## src/rtl/freq_sel_pkg.sv

```systemverilog
// Shared definitions for the frequency-select path: code values used by the
// clock multiplexer select logic, the detector FSM encoding and a helper
// that sizes the period counter from the system clock frequency.
package freq_sel_pkg;

  // Frequency-select codes, shared with the multiplexer select logic
  localparam logic [1:0] FREQ_1HZ  = 2'b00;
  localparam logic [1:0] FREQ_4HZ  = 2'b01;
  localparam logic [1:0] FREQ_8HZ  = 2'b10;
  localparam logic [1:0] FREQ_16HZ = 2'b11;

  // Detector FSM: idle until the first edge, then measure edge-to-edge
  typedef enum logic {
    S_WAIT    = 1'b0,
    S_MEASURE = 1'b1
  } det_state_t;

  // Period counter width: must hold the timeout value of two seconds
  function automatic int cnt_width(input int clk_hz);
    return $clog2(2 * clk_hz + 1);
  endfunction

endpackage

```

## src/rtl/freq_detector_if.sv

```systemverilog
// Bundle between the detector and its consumer (status display / self-check).
// The slow clock under test enters through here; the detector drives the rest.
interface freq_detector_if #(
  parameter int CNT_W = 27
);

  logic             clk_selected;
  logic [1:0]       freq_code;
  logic             code_valid;
  logic             code_change;
  logic [CNT_W-1:0] period_count;
  logic             sig_lost;

  // Detector side
  modport master (
    input  clk_selected,
    output freq_code,
    output code_valid,
    output code_change,
    output period_count,
    output sig_lost
  );

  // Consumer side (also supplies the slow clock)
  modport slave (
    output clk_selected,
    input  freq_code,
    input  code_valid,
    input  code_change,
    input  period_count,
    input  sig_lost
  );

endinterface

```

## src/rtl/sync_edge_detect.sv

```systemverilog
// Brings an asynchronous slow clock into the clk domain through two flops,
// then emits a registered one-cycle pulse per rising edge. The pulse appears
// three clk edges after the pin edge.
module sync_edge_detect (
  input  logic clk,
  input  logic rst,
  input  logic sig_async,
  output logic rise
);

  logic meta_reg;
  logic sync_reg;
  logic prev_reg;
  logic rise_reg;

  // Two-stage synchroniser, delayed copy, and registered rising-edge pulse
  always_ff @(posedge clk or posedge rst) begin
    if (rst) begin
      meta_reg <= 1'b0;
      sync_reg <= 1'b0;
      prev_reg <= 1'b0;
      rise_reg <= 1'b0;
    end else begin
      meta_reg <= sig_async;
      sync_reg <= meta_reg;
      prev_reg <= sync_reg;
      rise_reg <= sync_reg & ~prev_reg;
    end
  end

  assign rise = rise_reg;

endmodule

```

## src/rtl/freq_detector.sv

```systemverilog
// Measures the period of the selected slow clock in clk cycles, classifies it
// into one of the four select codes and reports a code only once CONFIRM
// consecutive periods agree. A missing clock for TIMEOUT cycles raises
// sig_lost and drops code_valid while the last code is kept.
module freq_detector #(
  parameter int CLK_HZ  = 50_000_000,
  parameter int CONFIRM = 2
) (
  input  logic            clk,
  input  logic            rst,
  freq_detector_if.master bus
);

  import freq_sel_pkg::*;

  localparam int CNT_W = cnt_width(CLK_HZ);

  // Class boundaries sit between the nominal periods; equality goes faster
  localparam logic [CNT_W-1:0] TH_A    = CNT_W'(3 * CLK_HZ / 32);
  localparam logic [CNT_W-1:0] TH_B    = CNT_W'(3 * CLK_HZ / 16);
  localparam logic [CNT_W-1:0] TH_C    = CNT_W'(5 * CLK_HZ / 8);
  localparam logic [CNT_W-1:0] MIN_P   = CNT_W'(CLK_HZ / 32);
  localparam logic [CNT_W-1:0] TIMEOUT = CNT_W'(2 * CLK_HZ);
  localparam logic [CNT_W-1:0] CNT_ONE = CNT_W'(1);
  localparam logic [2:0]       CONF_MAX = 3'(CONFIRM);

  logic rise;

  det_state_t       state_reg,  state_next;
  logic [CNT_W-1:0] cnt_reg,    cnt_next;
  logic [1:0]       cand_reg,   cand_next;
  logic [2:0]       conf_reg,   conf_next;
  logic [1:0]       code_reg,   code_next;
  logic             valid_reg,  valid_next;
  logic             change_reg, change_next;
  logic [CNT_W-1:0] period_reg, period_next;
  logic             lost_reg,   lost_next;

  logic             glitch;
  logic [1:0]       cls;

  sync_edge_detect u_sync (
    .clk       (clk),
    .rst       (rst),
    .sig_async (bus.clk_selected),
    .rise      (rise)
  );

  // Classify the period currently held in the counter (used on rise cycles)
  always_comb begin
    glitch = (cnt_reg < MIN_P);
    cls    = FREQ_1HZ;
    if (cnt_reg <= TH_A) begin
      cls = FREQ_16HZ;
    end else if (cnt_reg <= TH_B) begin
      cls = FREQ_8HZ;
    end else if (cnt_reg <= TH_C) begin
      cls = FREQ_4HZ;
    end
  end

  // State and output registers; reset discards any measurement in progress
  always_ff @(posedge clk or posedge rst) begin
    if (rst) begin
      state_reg  <= S_WAIT;
      cnt_reg    <= '0;
      cand_reg   <= FREQ_1HZ;
      conf_reg   <= '0;
      code_reg   <= FREQ_1HZ;
      valid_reg  <= 1'b0;
      change_reg <= 1'b0;
      period_reg <= '0;
      lost_reg   <= 1'b0;
    end else begin
      state_reg  <= state_next;
      cnt_reg    <= cnt_next;
      cand_reg   <= cand_next;
      conf_reg   <= conf_next;
      code_reg   <= code_next;
      valid_reg  <= valid_next;
      change_reg <= change_next;
      period_reg <= period_next;
      lost_reg   <= lost_next;
    end
  end

  // Next-state logic: counting, confirmation, code update and timeout
  always_comb begin
    state_next  = state_reg;
    cnt_next    = cnt_reg;
    cand_next   = cand_reg;
    conf_next   = conf_reg;
    code_next   = code_reg;
    valid_next  = valid_reg;
    change_next = 1'b0;
    period_next = period_reg;
    lost_next   = lost_reg;

    case (state_reg)
      S_WAIT: begin
        // First edge only starts the measurement; there is no period yet
        if (rise) begin
          state_next = S_MEASURE;
          cnt_next   = CNT_ONE;
          lost_next  = 1'b0;
        end
      end

      S_MEASURE: begin
        if (rise) begin
          // A rise coinciding with saturation still counts as a period
          cnt_next  = CNT_ONE;
          lost_next = 1'b0;
          if (glitch) begin
            conf_next = '0;
          end else begin
            period_next = cnt_reg;
            if (cls == cand_reg) begin
              conf_next = (conf_reg >= CONF_MAX) ? CONF_MAX : conf_reg + 3'd1;
            end else begin
              cand_next = cls;
              conf_next = 3'd1;
            end
            // Publish only a newly confirmed code or a re-lock after loss
            if (conf_next >= CONF_MAX && (cls != code_reg || !valid_reg)) begin
              code_next   = cls;
              valid_next  = 1'b1;
              change_next = 1'b1;
            end
          end
        end else if (cnt_reg == TIMEOUT) begin
          // Clock lost: keep the last code but stop vouching for it
          state_next = S_WAIT;
          valid_next = 1'b0;
          lost_next  = 1'b1;
          conf_next  = '0;
        end else begin
          cnt_next = cnt_reg + CNT_ONE;
        end
      end

      default: begin
        state_next = S_WAIT;
      end
    endcase
  end

  assign bus.freq_code    = code_reg;
  assign bus.code_valid   = valid_reg;
  assign bus.code_change  = change_reg;
  assign bus.period_count = period_reg;
  assign bus.sig_lost     = lost_reg;

endmodule

```

## src/flat_wrapper.sv

```systemverilog
// flat-port wrapper written by rule: the top's interface ports become plain ports
module freq_detector_flat import freq_sel_pkg::*;
#(
  parameter int CLK_HZ  = 50_000_000,
  parameter int CONFIRM = 2
)
  (clk, rst, bus_clk_selected, bus_freq_code, bus_code_valid, bus_code_change, bus_period_count, bus_sig_lost);
  freq_detector_if bus_i ();
  input  logic clk;
  input  logic rst;
  input wire logic [$bits(bus_i.clk_selected)-1:0] bus_clk_selected;
  output wire logic [$bits(bus_i.freq_code)-1:0] bus_freq_code;
  output wire logic [$bits(bus_i.code_valid)-1:0] bus_code_valid;
  output wire logic [$bits(bus_i.code_change)-1:0] bus_code_change;
  output wire logic [$bits(bus_i.period_count)-1:0] bus_period_count;
  output wire logic [$bits(bus_i.sig_lost)-1:0] bus_sig_lost;
  assign bus_i.clk_selected = bus_clk_selected;
  assign bus_freq_code = bus_i.freq_code;
  assign bus_code_valid = bus_i.code_valid;
  assign bus_code_change = bus_i.code_change;
  assign bus_period_count = bus_i.period_count;
  assign bus_sig_lost = bus_i.sig_lost;
  freq_detector #(.CLK_HZ(CLK_HZ), .CONFIRM(CONFIRM)) u_core (.clk(clk), .rst(rst), .bus(bus_i));
endmodule
```

## config.mk

```make
export PLATFORM = sky130hd
export DESIGN_NAME = freq_detector_flat
export DESIGN_NICKNAME = d
export VERILOG_FILES = /design/src/rtl/freq_sel_pkg.sv /design/src/rtl/freq_detector_if.sv /design/src/rtl/sync_edge_detect.sv /design/src/rtl/freq_detector.sv /design/src/flat_wrapper.sv
export SDC_FILE = /design/constraint.sdc
export NUM_CORES = 1
export LEC_CHECK = 0
export ABC_AREA = 0
export BUFFER_PORTS_ARGS = -buffer_cell sky130_fd_sc_hd__buf_2
export CAP_MARGIN = 10
export CELL_PAD_IN_SITES_DETAIL_PLACEMENT = 1
export CELL_PAD_IN_SITES_GLOBAL_PLACEMENT = 2
export CORE_MARGIN = 10
export CORE_UTILIZATION = 40
export DETAILED_ROUTE_END_ITERATION = 8
export PLACE_DENSITY_LB_ADDON = 0.1
export SYNTH_ARGS = -nofsm -noshare
export SYNTH_HDL_FRONTEND = slang
export SYNTH_SLANG_ARGS = --single-unit
```

## constraint.sdc

```tcl
create_clock -name clk -period 5.6 [get_ports clk]
set_input_delay 0.28 -clock clk [delete_from_list [all_inputs] [get_ports clk]]
set_output_delay 0.28 -clock clk [all_outputs]
set_load 0.01 [all_outputs]
```

==> metrics list, run 1 <==
* Average cell area after synthesis: 10.4 sq um
- Number of buffers created by CTS: 9
- Final TNS setup: 0 ns
* Post-Layout Inst Area: 3980 sq um
* Cell area power density: 259 nW/um^2
- Netlist cell types: 56
* Sequential share of the synthesized area: 0.482
* Total placed instance area: 3770 sq um
* Delay contributed by the slowest stage of the critical path: 0.49 ns
- Entering global routing, the biggest net connects 70 pins.
* Path depth of the worst reg2reg path: 9
- Of all flip-flops after synthesis, the portion carrying an async set or reset was 1.00.
- Summed over all cells, the static leakage comes to 1.92 nW.
- Library cell used as clock root buffer: sky130_fd_sc_hd__clkbuf_8
- Leading cell type in the layout, fill and taps excluded: sky130_fd_sc_hd__dfrtp_1
* Max-slew headroom: 0.409
- The largest individual stage delay along the critical path comes from the cell sky130_fd_sc_hd__dfrtp_1.
* Final instance count without filler cells: 478
* Capturing element type of the critical path: flop
- First-pass GRT wire length: 15.0 mm
* Aggregate routed wire length: 8.93 mm
- The floorplan has 34 rows.
- The initial antenna violation count is 0.
- Post-layout worst setup margin: 2.72 ns
- Compared with the post-synthesis result, the final layout area differs by 10.9%.
* Number of warnings printed during yosys synthesis: 0
- Summed over all layers, the global routing overflow is 0.
* Drt first pass iters: 4
* Area of the die: between 10000 and 15000 sq um
* Post-DRT Antenna Nets: 0
- Global-route usage over all layers: 0.144
- Share of cells above drive strength 1: 0.257
- List of cells traversed by the critical path: and4bb_1 -> nand2_1 -> a211o_1 -> a21oi_1 -> o211ai_4 -> buf_4 -> nor2_1 -> and3_4 -> mux2_4
* Post-DP HPWL: 6.40 mm
- In this run the count of I/O pins placed on the die edge is 35.
- Using the TritonRoute via totals, the vias-per-cell ratio works out to roughly 5.5.
- After detailed routing, the average wire length per cell comes to around 19 um.
- Violation count after the first detailed-route iteration: 95
* Effective utilization at floorplan: 0.411
- Tightest Pin Transition: 0.886 ns
- Status: completed
- The die is 115 um wide.
* Register bit count reported by yosys: roughly 70
* Startpoint class of the critical path: flop
- Required @ worst endpoint: 5.84 ns
* Number of antenna diodes: 0
- Post-Route Skew: 0.0146 ns
- Number of buffers added for setup after CTS: 0
- For this run, design rule violations remaining after detail routing come to 0.
- Core Area: 8720 sq um
* Number of resized instances in the post-cts repair step: 0
* Count of pins over their slew limit: 0
- The path class of the tightest hold or removal check is in2reg.
- Number of flops mapped to enable cells by yosys: 0
- CTS max path bufs: 2
- The multi-input combinational cells in the finished layout cover a total of 1680 sq um.
* Final weighted congestion in routability-driven placement: 0.821
- Summing all flip-flop and latch instances after layout gives 1730 sq um.
* Post-synthesis instance area: ~3600 sq um
- Total nets after synthesis: 351
- Number of placed instances, taps included: ~460
* Signal arrival time at the worst endpoint: roughly 3.1 ns
* Clock sink count: 69
- The worst setup path is of the reg2reg kind.
* Post-placement worst setup slack: 2.73 ns
- Count of final setup violators: 0
- Among all flip-flop cells after synthesis, the most frequent one is sky130_fd_sc_hd__dfrtp_1.
- Synthesis handed over a netlist of ~350 instances.
- Share of the clock period used by the worst path: 0.515
- Max-cap violation count: 0
* Peak supply drop: 123 uV
- Fill cells in the final layout number 967.
- The H-tree was split into 3 levels.
- Setup repair after global routing left no endpoint under its margin.
- The later pin in the worst-skew pair is clocked with a latency of between 0.3 and 0.4 ns.
- In this run the vertical extent of the chip is ~110 um.
- In the layout the commonest cells are 69 x sky130_fd_sc_hd__dfrtp_1, 42 x sky130_fd_sc_hd__nor2_1, 34 x sky130_fd_sc_hd__buf_2, 29 x sky130_fd_sc_hd__nand2_1, 26 x sky130_fd_sc_hd__mux2_2.
* Clock slew at the register clock pins of the worst setup and hold paths: 0.08 ns
* CP Max Fanout: 22
- Final Critical Period: about 2.9 ns
* Clock tree from TritonCTS: yes
* Number of port buffers: 34
* Max frequency: 0.347 GHz
- The number of global-route vias before repair is 2724.
- The routed layout has 2607 vias.
- Cell depth of the worst min-delay path: 1
* Number of nets in the layout: 371
- Number of hold violations in the final report: 0
* Hold Buf Count CTS: 0
==> power breakdown <==
part / internal, mW / switching, mW / total [mW]
Combinational: 0.0236 / 0.0443 / 0.0679
Sequential: 0.511 / 0.0309 / 0.542
Clock: 0.219 / 0.199 / 0.418
Total: 0.753 / 0.275 / 1.03
==> layer usage <==
metal / share of wire / up-vias / track usage
met4: 0.016 / 0 / 0.0485
met2: 0.45 / 45 / 0.214
met3: 0.037 / 13 / 0.0393
met1: 0.49 / 1301 / 0.196
met5: 0 / - / 0
li1: - / 1248 / -
==> path summary, 6_finish.rpt <==
kind | from | end | slack, ns
worst max-delay path | u_core.cnt_reg[13] | u_core.bus.freq_code[0] | 2.72
worst max register to register | u_core.cnt_reg[13] | u_core.bus.freq_code[0] | 2.72
min in group asynchronous | rst | u_core.bus.period_count[23] | 0.16
worst min-delay path | bus_clk_selected | u_core.u_sync.meta_reg | 0.03
max in group asynchronous | rst | u_core.cnt_reg[15] | 4.83
worst min register to register | u_core.u_sync.meta_reg | u_core.u_sync.sync_reg | 0.36
==> layout make-up <==
| class | count | area share |
|---|---|---|
| clock buffers | 11 | 0.0356 |
| clock inverters | 5 | 0.0151 |
| inverters | 10 | 0.00944 |
| multi-input cells | 238 | 0.423 |
| flip-flops and latches | 69 | 0.434 |
| well taps | 108 | 0.0340 |
| repair buffers | 37 | 0.0485 |
==> cells in the mapped netlist, drive strengths merged, types with 5 or more instances <==
cell	n	area (sq um)
buf	23	126
mux2	28	319
nor2	42	158
xor2	15	131
xnor2	12	105
nand2	29	109
nand4	12	90.1
clkbuf	5	20.0
nor4	7	50.1
and3	6	42.5
nand3	14	70.1
o21ai	10	53.8
a21oi	11	58.8
dfrtp	69	1730
inv	10	37.5
nor3	6	40.0
==> through the flow <==
step / power (mW) / hold WS, ns / utilization
CTS: 1.04 / 0.0129 / 0.456
finish: 1.03 / 0.0251 / 0.456
global route: 1.08 / 0.000232 / 0.456
detailed placement: 0.619 / 0.344 / 0.433
floorplan: 0.593 / 0.311 / -
global placement: 0.619 / 0.338 / 0.433
==> worst max-delay path: cells and delay by family, from the launching register on <==
family          cells  cell delay [ns]
compound gates      3             0.78
simple gates        4             0.85
buf+inv             1             0.34
flops               1             0.49
mux                 1             0.29
==> logic make-up after synthesis <==
logic type,share of synthesized area
AO/OA/AOI/OAI,0.0838
adder cells (fa/ha/maj),0.0105
buffers and inverters,0.0513
XOR/XNOR,0.0660
flip-flops,0.482
multiplexers,0.0918
AND/OR/NAND/NOR,0.215
No activity file was read; power rests on OpenSTA's default activity.
==> run 2, diff against run 1 <==
ABC_AREA = 1   (was 0)
CORE_UTILIZATION = 35   (was 40)
clock period = 3 ns   (was 5.6 ns; I/O delays follow)
==> run 2 against run 1 <==
Highest routed layer unchanged. Critical endpoint is now u_core.conf_reg[1]. Routed wire length up 36%. Clock power is 110% higher. Register-to-register slack got worse by 2.1 ns. Count of clock-buffer cells in the layout decreased by 1. Sequential share of layout area decreased by 4.5 points. Combinational power grew to 2.7 times the previous value. Hold slack gained 0.33 ns. Via count is 35% higher.
==> metrics list, run 2 <==
- Status: completed
* Congestion Overflow GR: 0 (unchanged)
* Rows: 38 (+12%)
* Count of final setup violators: 0 (unchanged)
* Layout Utilization: 0.409 (-0.0466)
- Total Power: 2.04 mW (+99%)
- Y dimension of the die: 125 um (+9.3%)
* Clock slew at the register clock pins of the worst setup and hold paths: 0.07 ns (about the same)
- First-pass GRT wire length: 20.3 mm (+35%)
- The post-synthesis instance area is 3880 sq um (+8.3%).
- Total placed instance area: 4190 sq um (+11%)
- The number of global-route vias before repair was 3692 (+36%).
* Routed wl met3: 385 um (+16%)
- Violation count after the first detailed-route iteration: 220 (+130%)
- Worst min-delay path category: reg2reg
- Number of nets in the layout: 560 (+51%)
- Footprint of the multi-input gates: 1830 sq um (+9.1%)
- Final instance count without filler cells: 699 (+46%)
- The top cell types in the final layout, fill and taps aside, are 124 x sky130_fd_sc_hd__nand2_1, 69 x sky130_fd_sc_hd__dfrtp_1, 65 x sky130_fd_sc_hd__nor2_1, 39 x sky130_fd_sc_hd__o21ai_0, 37 x sky130_fd_sc_hd__inv_1.
- The detailed route wirelength on metal2 came to 5.68 mm (+40%).
* Tightest Pin Transition: 0.823 ns (-0.0633 ns)
- The number of inserted filler cells in the final layout is 1417 (+47%).
- Library cell used as clock root buffer: sky130_fd_sc_hd__clkbuf_8
- Area of the die: 15700 sq um (+19%)
- Number of antenna diodes: 0 (unchanged)
- The worst register-to-register path ends at u_core.conf_reg[1].
* Start point of the worst hold path: u_core.u_sync.meta_reg
- Path depth of the worst reg2reg path: 8 (-1)
- Hold Path End: u_core.u_sync.sync_reg
* Storage element area: 1730 sq um (unchanged)
* Share of the synthesized area in the top cell type: 0.445 (-0.0371)
* Clock tree from TritonCTS: yes
- Layout-stage area growth over the synthesis result: 14.2%
- Global-route usage over all layers: 0.158 (+0.0138)
* Share of cells above drive strength 1: 0.206 (-0.0510)
- Number of placed instances, taps included: 681 (+47%)
* Signal arrival time at the worst endpoint: 2.60 ns (-0.53 ns)
- The share of async-settable or async-resettable flops after synthesis is 1.00 (unchanged).
- Number of warnings printed during yosys synthesis: 0 (unchanged)
- Counting instances in the post-synthesis netlist gives the leading cell types as 124 x sky130_fd_sc_hd__nand2_1, 69 x sky130_fd_sc_hd__dfrtp_1, 65 x sky130_fd_sc_hd__nor2_1.
- The remaining number of nets flagged by the antenna check after routing is 0 (unchanged).
- RSZ-0062 raised after global routing: no
- Number of flops mapped to enable cells by yosys: 0 (unchanged)
* Vias per Instance: 5.02 (-8.0%)
- Post-Route Skew: 0.00663 ns (-0.00796 ns)
* Post-DP HPWL: 9.13 mm (+43%)
- The total clock sinks came to 69 (unchanged).
* Worst R2R Start: u_core.cnt_reg[11]
- The final-layout setup total negative slack was 0 ns (unchanged).
* R2r setup slk: 0.59 ns (-2.12 ns)
- The distinct cell type count of the synthesized netlist came to 36 (-36%).
- Required @ worst endpoint: 3.20 ns (-2.64 ns)
- The placeable core area was 10800 sq um (+24%).
* # IOs: 35 (unchanged)
- The combinational power share came to 0.090 (+0.024).
- Share of the clock period used by the worst path: 0.802 (+0.287)
* Startpoint class of the critical path: flop
- The total net switching power is 0.542 mW (+97%).
- Wire length on met1: 5.93 mm (+35%)
- The clock latency on the worst-skew pair was 0.35 ns (about the same).
* Largest net degree at the start of global routing: 70 (unchanged)
- The post-layout instance area is 4440 sq um (+12%).
- The relative slew slack is 0.451 (+0.0414).
* Relative contribution of sequential cells to total power: 0.484 (-0.043)
- Count of pins over their slew limit: 0 (unchanged)
- The top achievable clock speed came to 0.416 GHz (+20%).
- Number of port buffers: 34 (unchanged)
* Post-placement worst setup slack: 0.616 ns (-2.11 ns)
- Total nets after synthesis: 524 (+49%)
- Average cell area after synthesis: 7.50 sq um (-28%)
- The biggest fanout along the worst timing path was 55 (+150%).
- The flip-flop and latch count after synthesis was 69 (unchanged).
- The worst setup path is captured at a flop.
- The H-tree level count came to 3 (unchanged).
- Leading cell type in the layout, fill and taps excluded: sky130_fd_sc_hd__nand2_1
- Top layer reached by signal wires: met4
- Average wire per cell in the routed design: 17.4 um (-6.9%)
* Leading post-synthesis cells by cell area: sky130_fd_sc_hd__dfrtp_1 44%, sky130_fd_sc_hd__nand2_1 12%, sky130_fd_sc_hd__nor2_1 6.3%
- The CTS buffer count is 9 (unchanged).
* Gate count after technology mapping: 518 (+50%)
- The sequential cell area fraction in the yosys report came to 0.445 (-0.0371).
- The number of failing hold endpoints at the final stage was 0 (unchanged).
- Internal Pwr Total: 1.50 mW (+99%)
* Switching Share: 0.266 (-0.00161)
- Aggregate routed wire length: 12.2 mm (+36%)
- DIE WIDTH: 125 um (+9.3%)
- Post-layout worst setup margin: 0.594 ns (-2.12 ns)
* Effective utilization at floorplan: 0.358 (-0.0528)
* Static leakage power: 2.10 nW (+9.6%)
- Most frequent cell after synthesis: sky130_fd_sc_hd__nand2_1
- The total number of vias came to 3509 (+35%).
- Number of antenna violations at the first check in global routing: 0 (unchanged)
* Biggest area consumer among synthesized cells: sky130_fd_sc_hd__dfrtp_1
- CTS max path bufs: 2 (unchanged)
- The clock network fraction of design power came to 0.426 (+0.019).
- Cell depth of the worst min-delay path: 0 (-1)
* Drt first pass iters: 4 (unchanged)
- Max-cap violation count: 0 (unchanged)
- The worst ir drop on vdd was 251 uV (+100%).
- DRC violation count after routing: 0 (unchanged)
- The power per cell area came to 460 nW/um^2 (+78%).
* Dominant register cell in the synthesized netlist: sky130_fd_sc_hd__dfrtp_1
* Final weighted congestion in routability-driven placement: 0.850 (+3.6%)
- The critical path is of the reg2reg type.
- Final hold slack: 0.353 ns (+0.328 ns)
* Final Critical Period: 2.41 ns (-0.478 ns)
## run 2: power groups by stage
stage | Clock, mW | Combinational [mW] | Sequential [mW]
2_1_floorplan | 0 | 0.132 | 0.993
3_3_place_gp | 0 | 0.177 | 1.00
3_5_place_dp | 0 | 0.182 | 1.01
4_1_cts | 0.896 | 0.186 | 0.987
5_1_grt | 0.944 | 0.217 | 0.994
6_report | 0.869 | 0.183 | 0.988
## run 2: critical path: stages, from the launching register on
cell,delay [ns]
sky130_fd_sc_hd__dfrtp_1,0.55
sky130_fd_sc_hd__inv_1,0.16
sky130_fd_sc_hd__nand4_1,0.19
sky130_fd_sc_hd__nor3_1,0.08
sky130_fd_sc_hd__a21oi_1,0.16
sky130_fd_sc_hd__o21a_1,0.21
sky130_fd_sc_hd__nor2_4,0.07
sky130_fd_sc_hd__inv_2,0.61
sky130_fd_sc_hd__o21ai_0,0.21
## run 2: logic make-up after synthesis
kind of cell,after synthesis,synth area share
compound gates,81,0.113
xor+xnor,5,0.0113
fa+ha+maj,3,0.00967
buf+inv,79,0.0828
flops,69,0.445
simple gates,281,0.339
## run 2: how the worst max path moves through the flow
stage | start | end
2_1_floorplan | rst | u_core.bus.code_change
3_3_place_gp | u_core.cnt_reg[11] | u_core.conf_reg[2]
6_report | u_core.cnt_reg[11] | u_core.conf_reg[1]
3_5_place_dp | u_core.cnt_reg[11] | u_core.conf_reg[1]
4_1_cts | u_core.cnt_reg[11] | u_core.conf_reg[1]
5_1_grt | u_core.cnt_reg[11] | u_core.bus.period_count[6]
## run 2: final cells by class
class	instances	area share
Inverter	64	0.0547
Multi-Input combinational cell	370	0.414
Sequential cell	69	0.389
Clock inverter	6	0.0195
Tap cell	140	0.0395
Clock buffer	10	0.0310
Timing Repair Buffer	40	0.0525
## run 2: timing repair
item | 4_1_cts | 5_1_grt
resized for setup | 0 | 0
hold endpoints to repair | 70 | 0
hold buffers | 2 | 0
buffers inserted | 0 | 0
## run 2: routing by layer
metal  global-route usage  vias to the layer above
met5                    0                        -
met4               0.0427                        0
met3               0.0308                       13
met2                0.255                       52
met1                0.210                     1707
li1                     -                     1737
